File: config.mk
export PLATFORM = sky130hd
export DESIGN_NAME = trace_capture_ctrl
export DESIGN_NICKNAME = d
export VERILOG_FILES = /design/src/rtl/trace_capture_ctrl.sv
export SDC_FILE = /design/constraint.sdc
export NUM_CORES = 1
export LEC_CHECK = 0
export CELL_PAD_IN_SITES_DETAIL_PLACEMENT = 0
export CELL_PAD_IN_SITES_GLOBAL_PLACEMENT = 1
export CORE_MARGIN = 3
export CORE_UTILIZATION = 33
export DETAILED_ROUTE_END_ITERATION = 8
export PLACE_DENSITY_LB_ADDON = 0.1
export SLEW_MARGIN = 20
export SYNTH_ARGS = -nofsm -noshare
export SYNTH_HDL_FRONTEND = slang
export SYNTH_SLANG_ARGS = --single-unit
File: constraint.sdc
create_clock -name clk -period 5 [get_ports clk]
set_clock_uncertainty 0.2 [all_clocks]
set_input_delay 0.75 -clock clk [delete_from_list [all_inputs] [get_ports clk]]
set_output_delay 0.75 -clock clk [all_outputs]
set_load 0.005 [all_outputs]
File: src/rtl/trace_capture_ctrl.sv
// Trace capture controller: round-robin arbitration of requester trace words into a
// circular trace RAM, trigger-qualified post capture, and oldest-first debug readout.
module trace_capture_ctrl #(
  parameter int Fpay     = 32,
  parameter int NREQ     = 4,
  parameter int TB_AW    = 9,
  parameter int POST_LEN = 64
) (
  input  logic                   clk,
  input  logic                   reset,
  input  logic                   arm,
  input  logic                   trigger,
  input  logic [NREQ-1:0]        req,
  input  logic [NREQ*Fpay-1:0]   din,
  output logic [NREQ-1:0]        gnt,
  output logic                   tb_wr,
  output logic [TB_AW-1:0]       tb_wr_addr,
  output logic [Fpay-1:0]        tb_din,
  output logic                   tb_rd,
  output logic [TB_AW-1:0]       tb_rd_addr,
  input  logic [Fpay-1:0]        tb_dout,
  input  logic                   rd_next,
  output logic [Fpay-1:0]        rd_data,
  output logic                   rd_valid,
  output logic [2:0]             state,
  output logic [TB_AW:0]         count
);

  localparam logic [2:0] IDLE  = 3'd0;
  localparam logic [2:0] ARMED = 3'd1;
  localparam logic [2:0] POST  = 3'd2;
  localparam logic [2:0] DONE  = 3'd3;
  localparam logic [2:0] READ  = 3'd4;

  localparam int PW = (NREQ > 1) ? $clog2(NREQ) : 1;
  localparam logic [TB_AW:0]   DEPTH_C   = {1'b1, {TB_AW{1'b0}}};
  localparam logic [TB_AW:0]   ONE_C     = {{TB_AW{1'b0}}, 1'b1};
  localparam logic [TB_AW-1:0] POST_LAST = TB_AW'(POST_LEN - 1);

  logic [PW-1:0]    rr_ptr;
  logic [PW-1:0]    gnt_idx;
  logic [PW-1:0]    rr_next;
  logic             gnt_valid;
  logic [Fpay-1:0]  gnt_word;
  logic [TB_AW-1:0] wr_addr;
  logic [TB_AW-1:0] rd_addr;
  logic [TB_AW-1:0] rd_cur;
  logic [TB_AW-1:0] post_cnt;
  logic [TB_AW:0]   remaining;
  logic [Fpay-1:0]  rd_hold;
  logic             rd_ok;
  logic             capturing;

  assign capturing = (state == ARMED) || (state == POST);

  // Search starts at the round-robin pointer and takes the first asserted request.
  always_comb begin : arb
    logic [PW-1:0] j;
    gnt_valid = 1'b0;
    gnt_idx   = '0;
    gnt       = '0;
    gnt_word  = '0;
    j         = '0;
    if (capturing) begin
      for (int unsigned k = 0; k < NREQ; k++) begin
        j = PW'((32'(rr_ptr) + k) % NREQ);
        if (!gnt_valid && req[j]) begin
          gnt_valid = 1'b1;
          gnt_idx   = j;
        end
      end
    end
    for (int unsigned k = 0; k < NREQ; k++) begin
      if (gnt_valid && (gnt_idx == PW'(k))) begin
        gnt[k]   = 1'b1;
        gnt_word = din[k*Fpay +: Fpay];
      end
    end
  end

  assign rr_next = (gnt_idx == PW'(NREQ - 1)) ? '0 : gnt_idx + 1'b1;

  // First read out of DONE starts at the oldest word; later reads follow rd_addr.
  assign rd_ok  = rd_next && (((state == DONE) && (count != '0)) ||
                              ((state == READ) && (remaining != '0)));
  assign rd_cur = (state == DONE) ? wr_addr - count[TB_AW-1:0] : rd_addr;

  assign rd_data = rd_valid ? tb_dout : rd_hold;

  always_ff @(posedge clk or posedge reset) begin
    if (reset) begin
      state      <= IDLE;
      tb_wr      <= 1'b0;
      tb_wr_addr <= '0;
      tb_din     <= '0;
      tb_rd      <= 1'b0;
      tb_rd_addr <= '0;
      rd_valid   <= 1'b0;
      rd_hold    <= '0;
      wr_addr    <= '0;
      rd_addr    <= '0;
      count      <= '0;
      remaining  <= '0;
      rr_ptr     <= '0;
      post_cnt   <= '0;
    end else begin
      tb_wr    <= gnt_valid;
      tb_rd    <= rd_ok;
      rd_valid <= tb_rd;
      if (rd_valid) rd_hold <= tb_dout;

      if (gnt_valid) begin
        tb_din     <= gnt_word;
        tb_wr_addr <= wr_addr;
        wr_addr    <= wr_addr + 1'b1;
        rr_ptr     <= rr_next;
        if (count != DEPTH_C) count <= count + ONE_C;
      end

      if (rd_ok) begin
        tb_rd_addr <= rd_cur;
        rd_addr    <= rd_cur + 1'b1;
      end

      case (state)
        IDLE: begin
          if (arm) begin
            state   <= ARMED;
            wr_addr <= '0;
            count   <= '0;
          end
        end
        ARMED: begin
          if (trigger) begin
            state    <= POST;
            post_cnt <= '0;
          end
        end
        POST: begin
          if (gnt_valid) begin
            post_cnt <= post_cnt + 1'b1;
            if (post_cnt == POST_LAST) state <= DONE;
          end
        end
        DONE: begin
          if (rd_next) begin
            if (count == '0) begin
              state <= IDLE;
            end else begin
              remaining <= count - ONE_C;
              if (count == ONE_C) begin
                state <= IDLE;
                count <= '0;
              end else begin
                state <= READ;
              end
            end
          end
        end
        READ: begin
          if (remaining == '0) begin
            state <= IDLE;
            count <= '0;
          end else if (rd_next) begin
            remaining <= remaining - ONE_C;
            if (remaining == ONE_C) begin
              state <= IDLE;
              count <= '0;
            end
          end
        end
        default: state <= IDLE;
      endcase
    end
  end

endmodule

==> key figures, run 1 <==
Global route
  – Total routing resource utilization after global routing: 19.0%
  – Vias in the first global route: between 6000 and 7000
  – Pin count of the biggest net entering global routing: 84
  – Wire length of the first global-routing pass: 37.3 mm
  – Overflow left after global routing: 0
  – Antenna violations before repair: 0

Finish
  – Number of diodes added for antenna fixing: 0
  – Fraction of final layout cells with drive strength greater than 1: 8.99%
  – Post-synthesis to final-layout area growth: 46.4%
  – Top library cells by usage in the layout, fill and taps aside: sky130_fd_sc_hd__clkdlybuf4s50_1, sky130_fd_sc_hd__dfrtp_1, sky130_fd_sc_hd__nor2_1, sky130_fd_sc_hd__nand2_1, sky130_fd_sc_hd__a21oi_1
  – Most common cell after layout, fill and taps aside: sky130_fd_sc_hd__clkdlybuf4s50_1
  – Count of fill cells added during filler insertion: 2219
  – Final nets: 1291

Timing
  – Unrepaired setup endpoints after global routing: false
  – Setup TNS: 0 ns
  – Final setup fails: 0
  – Final count of hold timing violations: 0
  – Slew headroom: 47.3%
  – Final setup margin: 0.750 ns
  – Shortest clock period the worst path allows after layout: 4.25 ns
  – Transition at the pin with the smallest max-transition slack: roughly 0.79 ns
  – Period utilization: 85.0%
  – Fmax: around 240 MHz
  – Max-slew violation count: 0

Yosys
  – Sequential-to-total area share from yosys stat: between 40% and 50%
  – Average cell area after synthesis: ~9 µm²
  – Net count after synthesis: 1045
  – Number of enable flip-flop cells after synthesis: 0
  – Warnings, synthesis: 0
  – Number of cells produced by synthesis: between 800 and 900
  – Ys flop type: sky130_fd_sc_hd__dfrtp_1
  – Register bit count reported by yosys: 137
  – Post-Synthesis Cell Area: around 0.0076 mm²
  – Library cells used by synthesis: 68
  – FFs w/ async S/R, synth: 100%

Floorplan
  – Horizontal extent of the die: 158 µm
  – FP Rows: 55
  – Starting utilization of the core area: between 30 and 40%
  – Core Area: about 0.023 mm²
  – Vertical die dimension: roughly 160 µm
  – Die area: 0.0250 mm²
  – I/O Pins: 271

Critical path
  – Required time at the worst-slack endpoint: 4.05 ns
  – Kind of start point of the critical path: input port
  – Type of destination of the critical path: primary output
  – Highest fanout seen on the critical path: 7
  – Data arrival time of the critical path: 3.30 ns
  – Category of the critical setup timing path: input port to primary output

CTS
  – Post-CTS setup buffers: 0
  – Number of levels in the clock H-tree: 4
  – PostCTS Resize Cnt: 0
  – CTS clock-pin slew for the worst setup and hold paths: approximately 0.060 ns
  – Clock network latency to the later pin of the worst-skew pair: 0.41 ns
  – Total CTS buffers: 17
  – CTS tree: done
  – Count of hold buffers inserted by post-cts repair: 0
  – Master cell of the clock root buffer: sky130_fd_sc_hd__clkbuf_16
  – Max Root-Sink Buffers: 2
  – Clk sinks: 137

Route
  – Routed WL: 23.6 mm
  – Number of routed nets with antenna violations: 0
  – Remaining DRCs: 0
  – Starting DRT DRC Count: 315
  – First-pass iteration count of the detailed router: 4
  – Routed wire length per instance: 16.9 µm
  – Number of vias per cell after detailed routing: 4.92
  – DR vias: 6870

Power and ir drop
  – Power Dens Cells: 640 mW/mm²
  – Net Switching: 2.90 mW
  – Clock share of power: 19.0%
  – Combinational share of power: 54.9%
  – Sequential fraction of design power: 26.1%
  – Int Power: 4.25 mW
  – Static leakage: 4.73 nW
  – Switching part of the total: 40.6%
  – Peak supply drop: approximately 0.32 mV

Worst hold path
  – Hold WC Path Type: flip-flop to flip-flop

Place
  – GPL Wtd Cong: between 0.8 and 0.9
  – Post-place setup slack: ~0.76 ns
  – Post-DP HPWL: between 15 and 20 mm
  – Number of input and output port buffers inserted: between 200 and 300

Flow run
  – Number of maximum-capacitance violations: 0

Outcome
  – Result of the run: complete, no violations
-- sequential cells by signal, indices dropped and copies added, names as in the netlist --
name / count
rd_addr: 9
tb_wr_addr: 9
rr_ptr: 2
tb_rd: 1
count: 10
tb_rd_addr: 9
rd_valid: 1
tb_din: 32
remaining: 10
state: 3
tb_wr: 1
rd_hold: 32
post_cnt: 9
wr_addr: 9
-- layout make-up --
cell class,count,area [µm²],share of cell area (%)
sequential,137,3430,30.7
clock inverter,13,193,1.72
multi-input combinational,640,3880,34.8
inverter,24,95.1,0.851
timing repair buffer,280,2780,24.9
tap,285,357,3.19
clock buffer,18,439,3.93
-- worst paths after layout --
kind                                       from                     to  slack [ns]  depth (start not counted)
max in group asynchronous                 reset  tb_din[4]$_DFFE_PP0N_        3.00                          3
hold reg to reg                 tb_rd$_DFF_PP0_     rd_valid$_DFF_PP0_        0.19                          0
setup / recovery                         req[0]                 gnt[1]        0.75                          8
hold / removal                  tb_rd$_DFF_PP0_     rd_valid$_DFF_PP0_        0.19                          0
setup reg to reg           state[1]$_DFFE_PP0P_  tb_din[3]$_DFFE_PP0N_        1.78                         14
min in group asynchronous                 reset   rd_hold[2]$_DFF_PP0_        0.64                          2
-- power groups by stage --
| stage | clock (mW) | sequential, mW | combinational [mW] |
|---|---|---|---|
| 6_report | 1.36 | 1.87 | 3.92 |
| 3_5_place_dp | 0 | 1.89 | 3.97 |
| 2_1_floorplan | 0 | 1.80 | 2.55 |
| 3_3_place_gp | 0 | 1.88 | 3.95 |
| 4_1_cts | 1.40 | 1.88 | 3.98 |
| 5_1_grt | 1.44 | 1.94 | 4.43 |
-- synthesized netlist by cell type (3+ instances only) --
master / count / share of area, %
sky130_fd_sc_hd__ha_1: 21 / 3.4
sky130_fd_sc_hd__nor2_1: 120 / 5.9
sky130_fd_sc_hd__or3_1: 3 / 0.25
sky130_fd_sc_hd__and2_1: 3 / 0.25
sky130_fd_sc_hd__mux2_2: 34 / 5.0
sky130_fd_sc_hd__nand2_1: 103 / 5.1
sky130_fd_sc_hd__xnor2_1: 21 / 2.4
sky130_fd_sc_hd__a21o_1: 3 / 0.30
sky130_fd_sc_hd__xor2_1: 19 / 2.2
sky130_fd_sc_hd__nand4_1: 15 / 1.2
sky130_fd_sc_hd__o21ai_0: 60 / 3.9
sky130_fd_sc_hd__nor4_1: 4 / 0.33
sky130_fd_sc_hd__a22oi_1: 36 / 3.5
sky130_fd_sc_hd__inv_1: 21 / 1.0
sky130_fd_sc_hd__mux2i_1: 6 / 0.79
sky130_fd_sc_hd__buf_2: 7 / 0.46
sky130_fd_sc_hd__nor2b_1: 3 / 0.25
sky130_fd_sc_hd__nand3_1: 17 / 1.1
sky130_fd_sc_hd__nor3_1: 9 / 0.59
sky130_fd_sc_hd__buf_1: 9 / 0.44
sky130_fd_sc_hd__a21oi_1: 92 / 6.0
sky130_fd_sc_hd__clkbuf_1: 29 / 1.4
sky130_fd_sc_hd__dfrtp_1: 137 / 45
sky130_fd_sc_hd__buf_4: 5 / 0.49
sky130_fd_sc_hd__o211ai_1: 3 / 0.30
sky130_fd_sc_hd__nand3b_1: 6 / 0.59
sky130_fd_sc_hd__o21a_1: 4 / 0.39
sky130_fd_sc_hd__and3_1: 8 / 0.66
-- routing by layer --
metal / global-route usage (%) / wire length, µm / part of all wire [%] / vias to the layer above
met5: 0 / 0 / 0 / -
met4: 5.16 / 341 / 1.4 / 0
met3: 6.29 / 1900 / 8.0 / 20
met2: 31.7 / 11200 / 48 / 216
met1: 23.6 / 10200 / 43 / 3169
li1: - / - / - / 3465
-- cell families after synthesis --
logic type	Yosys count	synth area share, %
AO/OA/AOI/OAI	224	17.6
flip-flops	137	44.9
AND/OR/NAND/NOR	314	19.1
multiplexers	40	5.80
XOR/XNOR	40	4.59
adder cells (fa/ha/maj)	22	3.71
buffers and inverters	77	4.36
-- stage by stage --
step | cells | hold slack (ns) | utilization (%) | instance area (µm²) | total power, mW
4_1_cts | 1397 | 0.202 | 49.2 | 11200 | 7.25
6_report | 1397 | 0.187 | 49.2 | 11200 | 7.15
5_1_grt | 1397 | 0.198 | 49.2 | 11200 | 7.81
3_5_place_dp | 1366 | 0.189 | 46.4 | 10500 | 5.86
3_3_place_gp | 1366 | 0.178 | 46.4 | 10500 | 5.83
2_1_floorplan | 854 | 0.176 | - | 7630 | 4.34
-- critical path, cell delays in order --
cell,delay [ns]
sky130_fd_sc_hd__clkdlybuf4s50_1,0.53
sky130_fd_sc_hd__or4_1,0.72
sky130_fd_sc_hd__nand2_2,0.12
sky130_fd_sc_hd__a311o_1,0.19
sky130_fd_sc_hd__inv_1,0.11
sky130_fd_sc_hd__ha_1,0.24
sky130_fd_sc_hd__and3_1,0.15
sky130_fd_sc_hd__clkdlybuf4s50_1,0.49
Note: power is estimated with default switching activity, not from simulation.
==> run 2: changes to the inputs <==
==> constraint.sdc (replaced) <==
create_clock -name clk -period 4.3 [get_ports clk]
set_clock_uncertainty 0.2 [all_clocks]
set_input_delay 0.645 -clock clk [delete_from_list [all_inputs] [get_ports clk]]
set_output_delay 0.645 -clock clk [all_outputs]
set_load 0.005 [all_outputs]
==> run 2 against run 1 <==
  * Sequential power increased by 14%
  * Die area unchanged
  * Setup slack lost 0.48 ns
  * Non-clock buffer count up 5
  * Flip-flop and latch count did not move
  * Sequential share of layout area down 0.093 points
  * Critical path depth stayed put
  * Core utilization grew 0.15 points
  * Design area grew 0.30%
  * Clock power grew 15%
  * Register-to-register slack worse by 0.82 ns
  * Global-route usage is 0.66 points higher
==> key figures, run 2 (synthesized netlist as in run 1, its figures left out) <==
Global route
  – Pin count of the biggest net entering global routing: 80 (-4.8%)
  – Vias in the first global route: 6878 (+0.78%)
  – Antenna violations before repair: 3 (+3)
  – Overflow left after global routing: 0 (unchanged)
  – Wire length of the first global-routing pass: 38.3 mm (+2.6%)
  – Total routing resource utilization after global routing: 19.6% (+0.66 points)

Critical path
  – Category of the critical setup timing path: input port to primary output
  – R2R Setup Slk: 0.96 ns (-0.82 ns)
  – Type of destination of the critical path: primary output
  – Required time at the worst-slack endpoint: 3.45 ns (-0.60 ns)
  – FF-to-FF Start: state[2]$_DFFE_PP0P_
  – Highest fanout seen on the critical path: 9 (+2)
  – Data arrival time of the critical path: 3.18 ns (-0.12 ns)
  – Endpoint of the most critical register-to-register path: tb_din[29]$_DFFE_PP0N_
  – Kind of start point of the critical path: input port
  – Depth of the worst register-to-register path: 14 (unchanged)

Floorplan
  – Core Area: 0.0227 mm² (unchanged)
  – I/O Pins: 271 (unchanged)
  – Starting utilization of the core area: 33.6% (unchanged)
  – Horizontal extent of the die: 158 µm (unchanged)
  – Die area: 0.0250 mm² (unchanged)
  – FP Rows: 55 (unchanged)
  – Vertical die dimension: 158 µm (unchanged)

Route
  – Remaining DRCs: 0 (unchanged)
  – Routed WL: 24.5 mm (+3.7%)
  – Number of vias per cell after detailed routing: 4.92 (about the same)
  – First-pass iteration count of the detailed router: 5 (+1)
  – Routed wire length per instance: 17.4 µm (+3.0%)
  – Starting DRT DRC Count: 310 (-1.6%)
  – DR vias: 6921 (+0.74%)
  – Number of routed nets with antenna violations: 0 (unchanged)

CTS
  – CTS clock-pin slew for the worst setup and hold paths: 0.06 ns (about the same)
  – Count of hold buffers inserted by post-cts repair: 0 (unchanged)
  – Max Root-Sink Buffers: 2 (unchanged)
  – PostCTS Resize Cnt: 0 (unchanged)
  – Post-CTS setup buffers: 0 (unchanged)
  – Clk sinks: 137 (unchanged)
  – Master cell of the clock root buffer: sky130_fd_sc_hd__clkbuf_16
  – Number of levels in the clock H-tree: 4 (unchanged)
  – Total CTS buffers: 17 (unchanged)
  – Clock network latency to the later pin of the worst-skew pair: 0.42 ns (about the same)
  – CTS tree: done

Power and ir drop
  – Combinational share of power: 56.0% (+1.1 points)
  – Clock share of power: 18.6% (-0.4 points)
  – Int Power: 4.92 mW (+16%)
  – Peak supply drop: 0.332 mV (+2.3%)
  – Total chip power: 8.38 mW (+17%)
  – Switching part of the total: 41.2% (+0.63 points)
  – Power Dens Cells: 747 mW/mm² (+17%)
  – Static leakage: 4.75 nW (+0.36%)
  – Net Switching: 3.45 mW (+19%)
  – Sequential fraction of design power: 25.4% (-0.7 points)

Timing
  – Max-slew violation count: 0 (unchanged)
  – Final setup fails: 0 (unchanged)
  – Period utilization: 93.6%
  – Final setup margin: 0.274 ns (-0.476 ns)
  – Setup TNS: 0 ns (unchanged)
  – Final count of hold timing violations: 0 (unchanged)
  – Unrepaired setup endpoints after global routing: false
  – Shortest clock period the worst path allows after layout: 4.03 ns
  – Transition at the pin with the smallest max-transition slack: 0.920 ns (+0.130 ns)
  – Fmax: 248 MHz
  – Fin Hold WS: 0.190 ns (+0.00294 ns)
  – Slew headroom: 38.6% (-8.7 points)

Place
  – Number of input and output port buffers inserted: 270 (unchanged)
  – Post-DP Area: 0.0106 mm² (+0.34%)
  – GPL Wtd Cong: 0.820 (-1.8%)
  – Instance count after placement with tap cells included: 1371 (+0.37%)
  – Post-DP HPWL: 18.1 mm (+2.4%)
  – Post-place setup slack: 0.289 ns (-0.476 ns)

Finish
  – Count of non-filler cells in the finished layout: 1406 (+0.64%)
  – Share of the core filled with cells: 49.3% (+0.15 points)
  – Post-synthesis to final-layout area growth: 46.9%
  – Final nets: 1296 (+0.39%)
  – Post-route design area: 0.0112 mm² (+0.30%)
  – Most common cell after layout, fill and taps aside: sky130_fd_sc_hd__clkdlybuf4s50_1
  – Top library cells by usage in the layout, fill and taps aside: sky130_fd_sc_hd__clkdlybuf4s50_1, sky130_fd_sc_hd__dfrtp_1, sky130_fd_sc_hd__nor2_1, sky130_fd_sc_hd__nand2_1, sky130_fd_sc_hd__a21oi_1
  – Count of fill cells added during filler insertion: 2222 (+0.14%)
  – Fraction of final layout cells with drive strength greater than 1: 9.48% (+0.49 points)
  – Largest registers: rd_hold x32, tb_din x32

Worst hold path
  – End of the worst hold path: rd_valid$_DFF_PP0_
  – Hold Crit Start: tb_rd$_DFF_PP0_
  – Hold WC Path Type: flip-flop to flip-flop
  – Worst hold path stage count: 0 (unchanged)

Outcome
  – Result of the run: complete, no violations

Flow run
  – Number of maximum-capacitance violations: 0 (unchanged)
==> run 2: worst max-delay path: stages <==
cell and delay (ns):
sky130_fd_sc_hd__clkdlybuf4s50_1 0.51, sky130_fd_sc_hd__or4_1 0.60, sky130_fd_sc_hd__nand2_2 0.09, sky130_fd_sc_hd__a311o_1 0.18
sky130_fd_sc_hd__inv_1 0.10, sky130_fd_sc_hd__ha_1 0.35, sky130_fd_sc_hd__and3_1 0.21, sky130_fd_sc_hd__clkdlybuf4s50_1 0.49
==> run 2: worst max-delay path by stage <==
| stage | startpoint | endpoint | slack [ns] | depth (start not counted) |
|---|---|---|---|---|
| floorplan | req[0] | gnt[2] | 0.94 | 8 |
| global placement | req[0] | gnt[1] | 0.31 | 8 |
| detailed placement | req[0] | gnt[1] | 0.29 | 8 |
| CTS | req[0] | gnt[1] | 0.27 | 8 |
| global route | req[3] | gnt[1] | 0.13 | 9 |
| finish | req[0] | gnt[1] | 0.27 | 8 |
==> run 2: cell type report <==
type	instances	area, µm²	area share, %
inverters	24	93.8	0.837
diodes	3	7.51	0.0670
clock buffers	18	439	3.92
flip-flops and latches	137	3430	30.6
repair buffers	285	2820	25.1
clock inverters	14	183	1.63
multi-input cells	640	3880	34.7
well taps	285	357	3.18
==> run 2: per-layer routing <==
| layer | track usage, % | wire [µm] | up-vias |
|---|---|---|---|
| met2 | 31.9 | 11400 | 209 |
| met4 | 6.31 | 436 | 0 |
| met3 | 6.64 | 1950 | 26 |
| li1 | - | - | 3485 |
| met1 | 24.7 | 10700 | 3201 |
| met5 | 0 | 0 | - |
==> run 2: power by group through the flow <==
stage | logic (mW) | clock network (mW) | registers [mW]
2_1_floorplan | 2.96 | 0 | 2.09
3_3_place_gp | 4.71 | 0 | 2.13
3_5_place_dp | 4.75 | 0 | 2.15
4_1_cts | 4.76 | 1.61 | 2.14
5_1_grt | 5.30 | 1.66 | 2.20
6_report | 4.69 | 1.56 | 2.13
